<file path="config.mk">
export PLATFORM = sky130hd
export DESIGN_NAME = spi_slave_rx
export DESIGN_NICKNAME = d
export VERILOG_FILES = /design/src/rtl/spi_slave_rx.sv
export SDC_FILE = /design/constraint.sdc
export NUM_CORES = 1
export LEC_CHECK = 0
export CORE_AREA = 2 2 67 69
export DETAILED_ROUTE_END_ITERATION = 8
export DIE_AREA = 0 0 69 71
export GPL_ROUTABILITY_DRIVEN = 0
export GPL_TIMING_DRIVEN = 1
export PLACE_DENSITY = 0.7
export SLEW_MARGIN = 25
export SYNTH_ARGS = -nofsm -noshare
export SYNTH_HDL_FRONTEND = slang
export SYNTH_SLANG_ARGS = --single-unit
export TNS_END_PERCENT = 100
</file>
<file path="constraint.sdc">
create_clock -name clk -period 4.3 [get_ports clk]
set_input_delay 0.43 -clock clk [delete_from_list [all_inputs] [get_ports clk]]
set_output_delay 0.43 -clock clk [all_outputs]
set_load 0.005 [all_outputs]
</file>
<file path="src/rtl/spi_slave_rx.sv">
// -----------------------------------------------------------------------------
// spi_slave_rx
//
// Receiving end of the 12-bit SPI link. The chip select, serial clock and data
// pins are asynchronous to the system clock, so each one is synchronised with
// two flops. The edges of cs and sclk are then detected against one more
// history flop. Words arrive LSB first.
//
// After cs falls, the first LEAD_EDGES falling edges of sclk are dropped.
// The next DATA_W falling edges each capture one data bit. Any further sclk
// edges are ignored until cs rises again.
//
// When cs rises after a complete word, that word is copied to dout and valid
// pulses for one clock. When cs rises before the word is complete, frame_err
// pulses for one clock instead, and dout keeps its previous value.
//
// Ports:
//   clk        system clock; all logic runs on the rising edge
//   rst_n      asynchronous active-low reset
//   cs         chip select from the master, active low, asynchronous
//   sclk       serial clock from the master, asynchronous
//   mosi       serial data; changes after sclk rises, sampled on sclk fall
//   dout       last good word; held until the next good frame completes
//   valid      one-clock pulse when dout updates
//   frame_err  one-clock pulse when a frame ends early
//   busy       high while a frame is in progress
// -----------------------------------------------------------------------------
module spi_slave_rx #(
  parameter int DATA_W     = 12,
  parameter int LEAD_EDGES = 1
) (
  input  logic              clk,
  input  logic              rst_n,
  input  logic              cs,
  input  logic              sclk,
  input  logic              mosi,
  output logic [DATA_W-1:0] dout,
  output logic              valid,
  output logic              frame_err,
  output logic              busy
);

  localparam int CNT_W  = $clog2(DATA_W) + 1;
  localparam int LEAD_W = $clog2(LEAD_EDGES + 1) + 1;

  localparam logic [CNT_W-1:0]  BIT_LAST  = CNT_W'(DATA_W - 1);
  localparam logic [LEAD_W-1:0] LEAD_LAST =
    LEAD_W'((LEAD_EDGES > 0) ? (LEAD_EDGES - 1) : 0);

  typedef enum logic [1:0] {
    IDLE,
    LEAD,
    SHIFT,
    WAIT_END
  } state_t;

  state_t state, state_next;

  // Synchroniser stages, plus the history flops used for edge detection.
  logic cs_s1, cs_s2, cs_d;
  logic sclk_s1, sclk_s2, sclk_d;
  logic mosi_s1, mosi_s2;

  logic cs_fall, cs_rise, sclk_fall;

  // Start-up qualification of cs. This stops a cs that is already low at
  // reset release from looking like a new frame.
  logic [1:0] fill;
  logic       armed;

  logic [CNT_W-1:0]  bit_cnt;
  logic [LEAD_W-1:0] lead_cnt;
  logic [DATA_W-1:0] shreg;

  // One-cycle strobes from the FSM to the datapath.
  logic clr_frame;
  logic lead_inc;
  logic shift_en;
  logic load_dout;
  logic err_set;

  // Two-flop synchronisers and one history stage.
  // The reset values match an idle bus (cs high, sclk low), so reset
  // itself does not create a false edge.
  always_ff @(posedge clk or negedge rst_n) begin
    if (!rst_n) begin
      cs_s1   <= 1'b1;
      cs_s2   <= 1'b1;
      cs_d    <= 1'b1;
      sclk_s1 <= 1'b0;
      sclk_s2 <= 1'b0;
      sclk_d  <= 1'b0;
      mosi_s1 <= 1'b0;
      mosi_s2 <= 1'b0;
    end else begin
      cs_s1   <= cs;
      cs_s2   <= cs_s1;
      cs_d    <= cs_s2;
      sclk_s1 <= sclk;
      sclk_s2 <= sclk_s1;
      sclk_d  <= sclk_s2;
      mosi_s1 <= mosi;
      mosi_s2 <= mosi_s1;
    end
  end

  assign cs_fall   =  cs_d & ~cs_s2;
  assign cs_rise   = ~cs_d &  cs_s2;
  assign sclk_fall =  sclk_d & ~sclk_s2;

  // cs_s2 only shows the real pin level once two clocks have passed after
  // reset. From then on, the receiver arms the first time it sees cs high.
  // So a master that held cs low through reset must release cs before the
  // next falling edge of cs starts a frame.
  always_ff @(posedge clk or negedge rst_n) begin
    if (!rst_n) begin
      fill  <= 2'b00;
      armed <= 1'b0;
    end else begin
      fill <= {fill[0], 1'b1};
      if (fill[1] && cs_s2) begin
        armed <= 1'b1;
      end
    end
  end

  // State register.
  always_ff @(posedge clk or negedge rst_n) begin
    if (!rst_n) begin
      state <= IDLE;
    end else begin
      state <= state_next;
    end
  end

  // Next-state logic and datapath strobes.
  // A rising edge of cs is checked before a falling edge of sclk in the
  // same cycle. So a frame that ends at the same moment as its last
  // data edge is still treated as short.
  always_comb begin
    state_next = state;
    clr_frame  = 1'b0;
    lead_inc   = 1'b0;
    shift_en   = 1'b0;
    load_dout  = 1'b0;
    err_set    = 1'b0;

    case (state)
      IDLE: begin
        if (cs_fall && armed) begin
          clr_frame  = 1'b1;
          state_next = (LEAD_EDGES == 0) ? SHIFT : LEAD;
        end
      end

      LEAD: begin
        if (cs_rise) begin
          err_set    = 1'b1;
          state_next = IDLE;
        end else if (sclk_fall) begin
          lead_inc = 1'b1;
          if (lead_cnt == LEAD_LAST) begin
            state_next = SHIFT;
          end
        end
      end

      SHIFT: begin
        if (cs_rise) begin
          err_set    = 1'b1;
          state_next = IDLE;
        end else if (sclk_fall) begin
          shift_en = 1'b1;
          if (bit_cnt == BIT_LAST) begin
            state_next = WAIT_END;
          end
        end
      end

      WAIT_END: begin
        if (cs_rise) begin
          load_dout  = 1'b1;
          state_next = IDLE;
        end
      end

      default: begin
        state_next = IDLE;
      end
    endcase
  end

  // Frame datapath: counters, shift register, output word and pulses.
  // Bits are written by index rather than shifted, so the first bit
  // received ends up in bit 0.
  always_ff @(posedge clk or negedge rst_n) begin
    if (!rst_n) begin
      bit_cnt   <= '0;
      lead_cnt  <= '0;
      shreg     <= '0;
      dout      <= '0;
      valid     <= 1'b0;
      frame_err <= 1'b0;
    end else begin
      valid     <= load_dout;
      frame_err <= err_set;

      if (clr_frame) begin
        bit_cnt  <= '0;
        lead_cnt <= '0;
        shreg    <= '0;
      end

      if (lead_inc) begin
        lead_cnt <= lead_cnt + LEAD_W'(1);
      end

      if (shift_en) begin
        for (int i = 0; i < DATA_W; i++) begin
          if (bit_cnt == CNT_W'(i)) begin
            shreg[i] <= mosi_s2;
          end
        end
        bit_cnt <= bit_cnt + CNT_W'(1);
      end

      if (load_dout) begin
        dout <= shreg;
      end
    end
  end

  assign busy = (state != IDLE);

endmodule

</file>
-- Word-level counts from Yosys, hierarchy flattened
Index checks and enable logic that the tools add are counted.
- bits in registers: 46
- bits of input ports: 5
- word-level logic and storage cells: 91
- add/sub/neg operators: 2
- equal/unequal tests: 20
- multiplexer cells: 36
- bitwise operators: 6
- reduce and logical (&&, ||, !) cells: 10
- operators with widths (cell ; count):
    12-bit two-way mux ; 2
    1-bit two-way mux ; 21
    5-bit by 3-bit equality test with 1-bit output, second input constant ; 4
    5-bit by 4-bit equality test with 1-bit output, second input constant ; 4
    2-bit two-way mux ; 10
    3-bit != test, second input constant ; 4
    5-bit by 2-bit equality test with 1-bit output, second input constant ; 2
    5-bit two-way mux ; 2
    2-bit one-hot mux with 4 select lines ; 1
    6-bit AND reduction ; 1
    2-bit nonzero test ; 3
    5-bit by 1-bit adder with 5-bit output, second input constant ; 1
    5-bit by 1-bit equality test with 1-bit output, second input constant ; 1
    5-bit logical NOT ; 1
    2-bit equality test, second input constant ; 2
    2-bit logical NOT ; 2
    2-bit != test, second input constant ; 2
    1-bit bitwise AND ; 3
    1-bit NOT ; 3
    2-bit by 1-bit adder with 2-bit output, second input constant ; 1
    2-bit by 1-bit equality test with 1-bit output, second input constant ; 1
    1-bit logical AND ; 2
    2-bit OR reduction ; 1

-- Logic depth before layout (Yosys ltp)
Gate-level depths: netlist of the first run.
- depth in word-level cells: 8
- depth in mapped cells: 6

-- Worst setup path after synthesis of the first run
Ideal clock, no wire load.
- path kind: register to register
- start: register state[0]
- end: register bit_cnt[2]
- setup time: 0.118 ns
- data arrival time: 1.490 ns
- path slack: 2.692 ns
- cell stages (with the launch flop): 7
- buffers on the path: 0
- clock period less this slack: 1.608 ns
- cells stage by stage: dfrtp_1 -> inv_1 -> ha_1 -> inv_1 -> o41ai_4 -> o21ai_0 -> a21o_1
- longest elaborated chain between the ends: 3
- elaborated cells on any way between the ends: 6
- ends and longest elaborated chain (what ; RTL line ; text):
    from (decl) ; 57 ; state_t state, state_next;
    from (signal assigned) ; 132 ; state <= state_next;
    2-bit equality test or 2-bit logical NOT (tied branches) ; 148 ; case (state)
    1-bit two-way mux ; 148 ;
    5-bit two-way mux or 2-bit nonzero test (tied branches) ; - ;
    to (signal assigned) ; 224 ; bit_cnt <= bit_cnt + CNT_W'(1);
    to (decl) ; 71 ; logic [CNT_W-1:0] bit_cnt;
Parallel ways exist; a longest one is shown, timed or not.
A chain may end at the register's enable or synchronous reset.

-- Worst setup path after layout of the first run
- start: register state[1]
- end: register bit_cnt[2]
Same word-level chain as after synthesis.

==> run_results.csv, run 1 <==
group,metric,value,unit
clock_network,htreeDepth,2,
detailed_routing,drc,0,
die,rows,24,
clock_network,post_cts_buffers,0,
clock_network,cts_buffers,5,
synth,yosysUniqueCellTypes,34,
global_routing,grt_pass1_vias,1275,
timing,drv_slew,0,
placed_design,preCtsSetupSlack,2232,ps
die,initial_utilization,48.39,%
synth,syn_nets,182,
timing,relSlewSlack,51.53,%
detailed_routing,wl_per_cell,13.94,µm
global_routing,grt_pass1_wl,5.865,mm
die,fp.dieW,69,µm
synth,synthCells,167,
synth,yosysTopAreaCell,"dfrtp_1",
synth,ys_seq_elements,46,
global_routing,antenna_found_initial,0,
finish,layout_common_cells,"43 x dfrtp_1, 26 x nand2_1, 18 x clkdlybuf4s50_1",
critical_path,crit_required,4490,ps
finish,areaGrowthSynthToFinish,16.73,%
timing,period_needed,2070,ps
power,power.leakage,0.001187,µW
die,die_y,71,µm
finish,n_antenna_cell,0,
clock_network,cts_hold_buf,0,
synth,synth_top_area_share,52.89,%
power,vdd_ir_drop_max,266.9,µV
run,cap_violations,0,
synth,postSynthAreaPerCell,12.18,µm²
synth,synth_area,2034,µm²
synth,synth_area_leaders,"dfrtp_1 53%, mux2i_1 6.9%, mux2_2 6.6%, ha_1 6.2%, nand2_1 4.8%",
global_routing,grt_max_degree,47,
clock_network,clkSinkCount,46,
die,ioPinCount,20,
die,fp.dieArea,4899,µm²
outcome,status,"complete, no violations",
timing,fmax,0.4832,GHz
clock_network,cts_tree,"built",
global_routing,overflow,0,
critical_path,worst_setup_path_start_kind,"register",
synth,ys.flop_type,"dfrtp_1",
timing,rsz0062_at_grt,"no",
synth,ys_async_sr_fraction,100.0,%
power,power.density,438.1,nW/µm²
global_routing,grt_util_all_layers,15.16,%
detailed_routing,viasPerCell,5.169,
detailed_routing,wl_met1,1.469,mm
detailed_routing,met3_length,121,µm
detailed_routing,detail-route-antenna-nets,0,
synth,synth-edff-count,0,
synth,ys_seq_area_share,56.77,%
timing,fin_crit_sh,48.13,%
timing,fin_ws,2230,ps
synth,yosys_warnings,0,
clock_network,cts_resized,0,
hold_path,hp-class,"in -> async",
detailed_routing,drt_pre_antenna_iters,4,
timing,hold_viol_final,0,
detailed_routing,top_layer,"met4",
clock_network,insertion_delay,300,ps
clock_network,clkSlewWorstSetupHoldPaths,80,ps
placed_design,portBuffers,19,
finish,layout-drive-gt1-share,15.79,%
detailed_routing,wl_met2,1.731,mm
critical_path,worstSetupPathType,"reg -> reg",
detailed_routing,drt_wl_total,3.373,mm
timing,tns,0,ps
die,fp.coreArea,4204,µm²
clock_network,clockRootBuffer,"clkbuf_8",
finish,layout_commonest_cell,"dfrtp_1",
clock_network,cts_buffer_depth,2,
critical_path,critPathMaxFanout,15,
placed_design,dpl.hpwl,2.383,mm
finish,fin_nets,204,
timing,finalSetupViolations,0,
critical_path,critPathCaptureType,"register",
timing,worst_pin_slew,723.3,ps
critical_path,worstPathArrival,2260,ps
detailed_routing,drt_iter0_markers,68,
timing,skew,7.448,ps
detailed_routing,via_count,1251,
==> routing by layer <==
| layer | vias up | track usage (%) |
|---|---|---|
| met5 | - | 0 |
| met4 | 0 | 5.447 |
| met3 | 6 | 4.558 |
| met2 | 27 | 25.75 |
| met1 | 613 | 18.46 |
| li1 | 605 | - |
==> path summary, 6_finish.rpt <==
path / start / slack [ps] / endpoint / depth (start not counted)
max in group asynchronous: rst_n / 3800 / cs_s1$_DFF_PN1_ / 1
min in group clk: sclk_s1$_DFF_PN0_ / 350 / sclk_s2$_DFF_PN0_ / 0
worst min register to register: sclk_s1$_DFF_PN0_ / 350 / sclk_s2$_DFF_PN0_ / 0
worst min-delay path: rst_n / 120 / shreg[8]$_DFF_PN0_ / 1
worst max register to register: state[1]$_DFFE_PN0P_ / 2230 / bit_cnt[2]$_DFFE_PN0P_ / 6
worst max-delay path: state[1]$_DFFE_PN0P_ / 2230 / bit_cnt[2]$_DFFE_PN0P_ / 6
==> Yosys cell counts (all sizes together) (3+ instances only) <==
master / count
ha: 10
nand2: 26
inv: 14
mux2i: 14
mux2: 13
dfstp: 3
o21ai: 7
nor3b: 3
and4: 3
dfrtp: 43
nand3: 5
==> worst max-delay path, stage by stage, from the launching register on <==
cell      delay (ps)
dfrtp_1          430
inv_1            130
ha_1             200
nand4b_1         590
o41ai_4          260
o21ai_0          150
a21o_1           200
==> flip-flops by register name, indices dropped and copies added (netlist names), 2 cells and up <==
name / cells
fill: 2
shreg: 12
dout: 12
lead_cnt: 2
bit_cnt: 5
state: 2
==> kinds of logic (layout without fill, tap and decap cells) <==
logic type | Yosys count | count (layout) | synth area share [%]
flops | 46 | 46 | 56.77
compound gates | 16 | 16 | 6.703
xor+xnor | 1 | 1 | 0.4306
fa+ha+maj | 10 | 10 | 6.150
simple gates | 48 | 48 | 11.81
mux | 27 | 27 | 14.27
other cells | 1 | 1 | 0.1843
buf+inv | 18 | 41 | 3.690
==> area by class of cell <==
type                    count  area (µm²)
fillers                   352        1829
flip-flops and latches     46        1155
multi-input cells         103       804.5
repair buffers             19       187.7
clock buffers               6       72.57
well taps                  52       65.06
inverters                  14       52.55
clock inverters             2       37.54
==> metrics by stage <==
step	hold slack [ps]	power [µW]	area [µm²]	util [%]	instances
after floorplan	134.4	659.2	2034	-	167
after global placement	332.5	722.3	2262	53.81	234
after detailed placement	338.1	737.5	2262	53.81	234
after CTS	327.6	1054	2372	56.43	242
after global routing	158.8	1107	2375	56.49	242
final	119.2	1040	2375	56.49	242
==> report_power, final <==
| group | internal, µW | switching [µW] | total (µW) | leakage [µW] |
|---|---|---|---|---|
| combinational | 107 | 122 | 229 | 0.000531 |
| sequential | 470 | 28.5 | 498 | 0.000605 |
| clock | 173 | 140 | 313 | 0.0000514 |
No activity file was read; power rests on OpenSTA's default activity.
==> inputs of run 2 (changes only) <==
--- a/config.mk
+++ b/config.mk
@@ -10,7 +10,7 @@
 export DIE_AREA = 0 0 69 71
 export GPL_ROUTABILITY_DRIVEN = 0
 export GPL_TIMING_DRIVEN = 1
-export PLACE_DENSITY = 0.7
+export PLACE_DENSITY = 0.73
 export SLEW_MARGIN = 25
 export SYNTH_ARGS = -nofsm -noshare
 export SYNTH_HDL_FRONTEND = slang
==> constraint.sdc (replaced) <==
create_clock -name clk -period 1.7 [get_ports clk]
set_input_delay 0.17 -clock clk [delete_from_list [all_inputs] [get_ports clk]]
set_output_delay 0.17 -clock clk [all_outputs]
set_load 0.005 [all_outputs]
==> run 2 against run 1 <==
Compared with the run above:
- combinational power rose to 3.1 times the previous value
- via count is 4.2% higher
- setup slack lost 2200 ps
- clock skew is 3.6 ps lower
- largest cell class unchanged
- largest power group unchanged
==> run_results.csv, run 2 (synthesized netlist as in run 1, its figures left out) <==
group,metric,value,unit
detailed_routing,drt_wl_total,3.467,mm
detailed_routing,viasPerCell,5.114,
hold_path,worstHoldEndpoint,"cs_s1$_DFF_PN1_",
finish,nFillCells,347,
global_routing,grt_util_met1,16.85,%
timing,drv_slew,0,
critical_path,worst_setup_path_start_kind,"register",
critical_path,path_buf_inv,2,
timing,worst_pin_slew,572.0,ps
global_routing,grt_pass1_wl,5.982,mm
global_routing,grt_pass1_vias,1383,
global_routing,antenna_found_initial,0,
finish,stdcell_area,2499,µm²
placed_design,portBuffers,19,
power,power.density,1098,nW/µm²
detailed_routing,wl_per_cell,13.60,µm
finish,multiInputGateArea,807.0,µm²
global_routing,grt_util_met3,4.274,%
placed_design,placed_area,2340,µm²
clock_network,clkSlewWorstSetupHoldPaths,70,ps
clock_network,clkSinkCount,46,
finish,reg.largest.list,"dout (12), shreg (12), bit_cnt (5)",
critical_path,cp_common_cell,"buf_4",
clock_network,htreeDepth,2,
hold_path,whs_path_depth,1,
detailed_routing,via_count,1304,
finish,n_antenna_cell,0,
critical_path,reg2reg_slack,50,ps
finish,seqCellArea,1155,µm²
clock_network,cts_buffers,5,
power,power.leakage,0.001264,µW
critical_path,crit_family,"flip-flops",
finish,layout_commonest_cell,"dfrtp_1",
critical_path,critPathMaxStageDelay,390,ps
power,vdd_ir_drop_max,710.1,µV
die,ioPinCount,20,
critical_path,rr_startpoint,"state[1]$_DFFE_PN0P_",
run,cap_violations,0,
placed_design,preCtsSetupSlack,-16.78,ps
global_routing,grt_max_degree,25,
die,fp.dieArea,4899,µm²
finish,layout_common_cells,"43 x dfrtp_1, 26 x nand2_1, 17 x clkdlybuf4s50_1",
critical_path,crit_chain,"buf_4, ha_1, buf_4, o311ai_2, o2111ai_2, mux2_4",
die,initial_utilization,48.39,%
detailed_routing,drt_iter0_markers,68,
critical_path,critPathMaxFanout,6,
global_routing,overflow,0,
timing,relSlewSlack,61.87,%
clock_network,cts_buffer_depth,2,
finish,areaGrowthSynthToFinish,22.82,%
critical_path,crit_required,1880,ps
die,rows,24,
hold_path,hp-class,"in -> reg",
detailed_routing,drc,0,
finish,layout-drive-gt1-share,21.18,%
critical_path,worstSetupPathType,"reg -> reg",
global_routing,grt_util_all_layers,15.26,%
hold_path,min_from,"cs",
placed_design,placed_cells,241,
outcome,status,"complete, no violations",
finish,fin_nets,217,
die,fp.dieW,69,µm
global_routing,busiest_layer,"met2",
timing,fin_crit_sh,96.84,%
critical_path,r2r_cells,6,
clock_network,insertion_delay,290,ps
placed_design,dpl.hpwl,2.522,mm
clock_network,clockRootBuffer,"clkbuf_8",
global_routing,met2_usage,27.78,%
timing,fin_ws,53.80,ps
timing,period_needed,1646,ps
critical_path,r2r_end,"state[1]$_DFFE_PN0P_",
timing,hold_viol_final,0,
die,die_y,71,µm
timing,skew,3.853,ps
detailed_routing,detail-route-antenna-nets,0,
timing,fmax,0.6075,GHz
clock_network,cts_tree,"built",
critical_path,critPathCaptureType,"register",
finish,stdcell_count,255,
detailed_routing,drt_pre_antenna_iters,4,
timing,finalSetupViolations,0,
critical_path,worstPathArrival,1820,ps
critical_path,crit_slowest_cell,"dfrtp_1",
die,fp.coreArea,4204,µm²
-- run 2: cell types whose count changed in the layout (fill, tap and decap cells not counted), moves of 2 or more --
cell	previous run	this run
buf_4	1	10
o21ai_0	6	3
o21ai_1	1	4
buf_12	0	2
-- run 2: how the worst max path moves through the flow --
stage                                     from                endpoint  depth (start not counted)
after detailed placement  state[1]$_DFFE_PN0P_    state[1]$_DFFE_PN0P_                          6
after floorplan           state[0]$_DFFE_PN0P_  bit_cnt[2]$_DFFE_PN0P_                          6
after global placement    state[0]$_DFFE_PN0P_  bit_cnt[2]$_DFFE_PN0P_                          6
after CTS                 state[0]$_DFFE_PN0P_                    busy                          4
after global routing      state[1]$_DFFE_PN0P_    state[1]$_DFFE_PN0P_                          6
final                     state[1]$_DFFE_PN0P_    state[1]$_DFFE_PN0P_                          6
-- run 2: stage by stage --
step	hold WS, ps	setup TNS [ps]	util, %	power [µW]
CTS	268.4	0	58.84	2739
detailed placement	197.3	-16.78	55.65	1910
global placement	179.3	0	55.65	1867
finish	282.9	0	59.43	2745
global route	277.0	-6.263	59.43	2913
floorplan	-125.6	0	-	1667
-- run 2: layout make-up --
cell class                 count  area share, %
clock buffer                   7          3.055
clock inverter                 1          1.202
inverter                      14          2.103
multi-input combinational    103          32.30
sequential                    46          46.22
tap                           52          2.604
timing repair buffer          32          12.52
-- run 2: routing by layer --
layer / wire length [µm] / share of wire, % / up-vias
li1: - / - / 631
met1: 1477 / 43 / 645
met2: 1818 / 52 / 22
met3: 113 / 3.3 / 6
met4: 57 / 1.6 / 0
met5: 0 / 0 / -
-- run 2: timing repair --
item | in CTS | in global routing
gates resized for setup | 2 | 4
pin swaps | 0 | 1
hold buffers | 1 | 0
gates cloned | 0 | 0
hold endpoints to repair | 20 | 0
endpoints found under the setup margin | 3 | 4
setup buffers | 2 | 3
-- run 2: report_power, final --
group	switching [µW]	total [µW]	internal, µW
sequential	61.0	1250	1190
combinational	354	719	365
clock	337	776	440
total	752	2740	1990
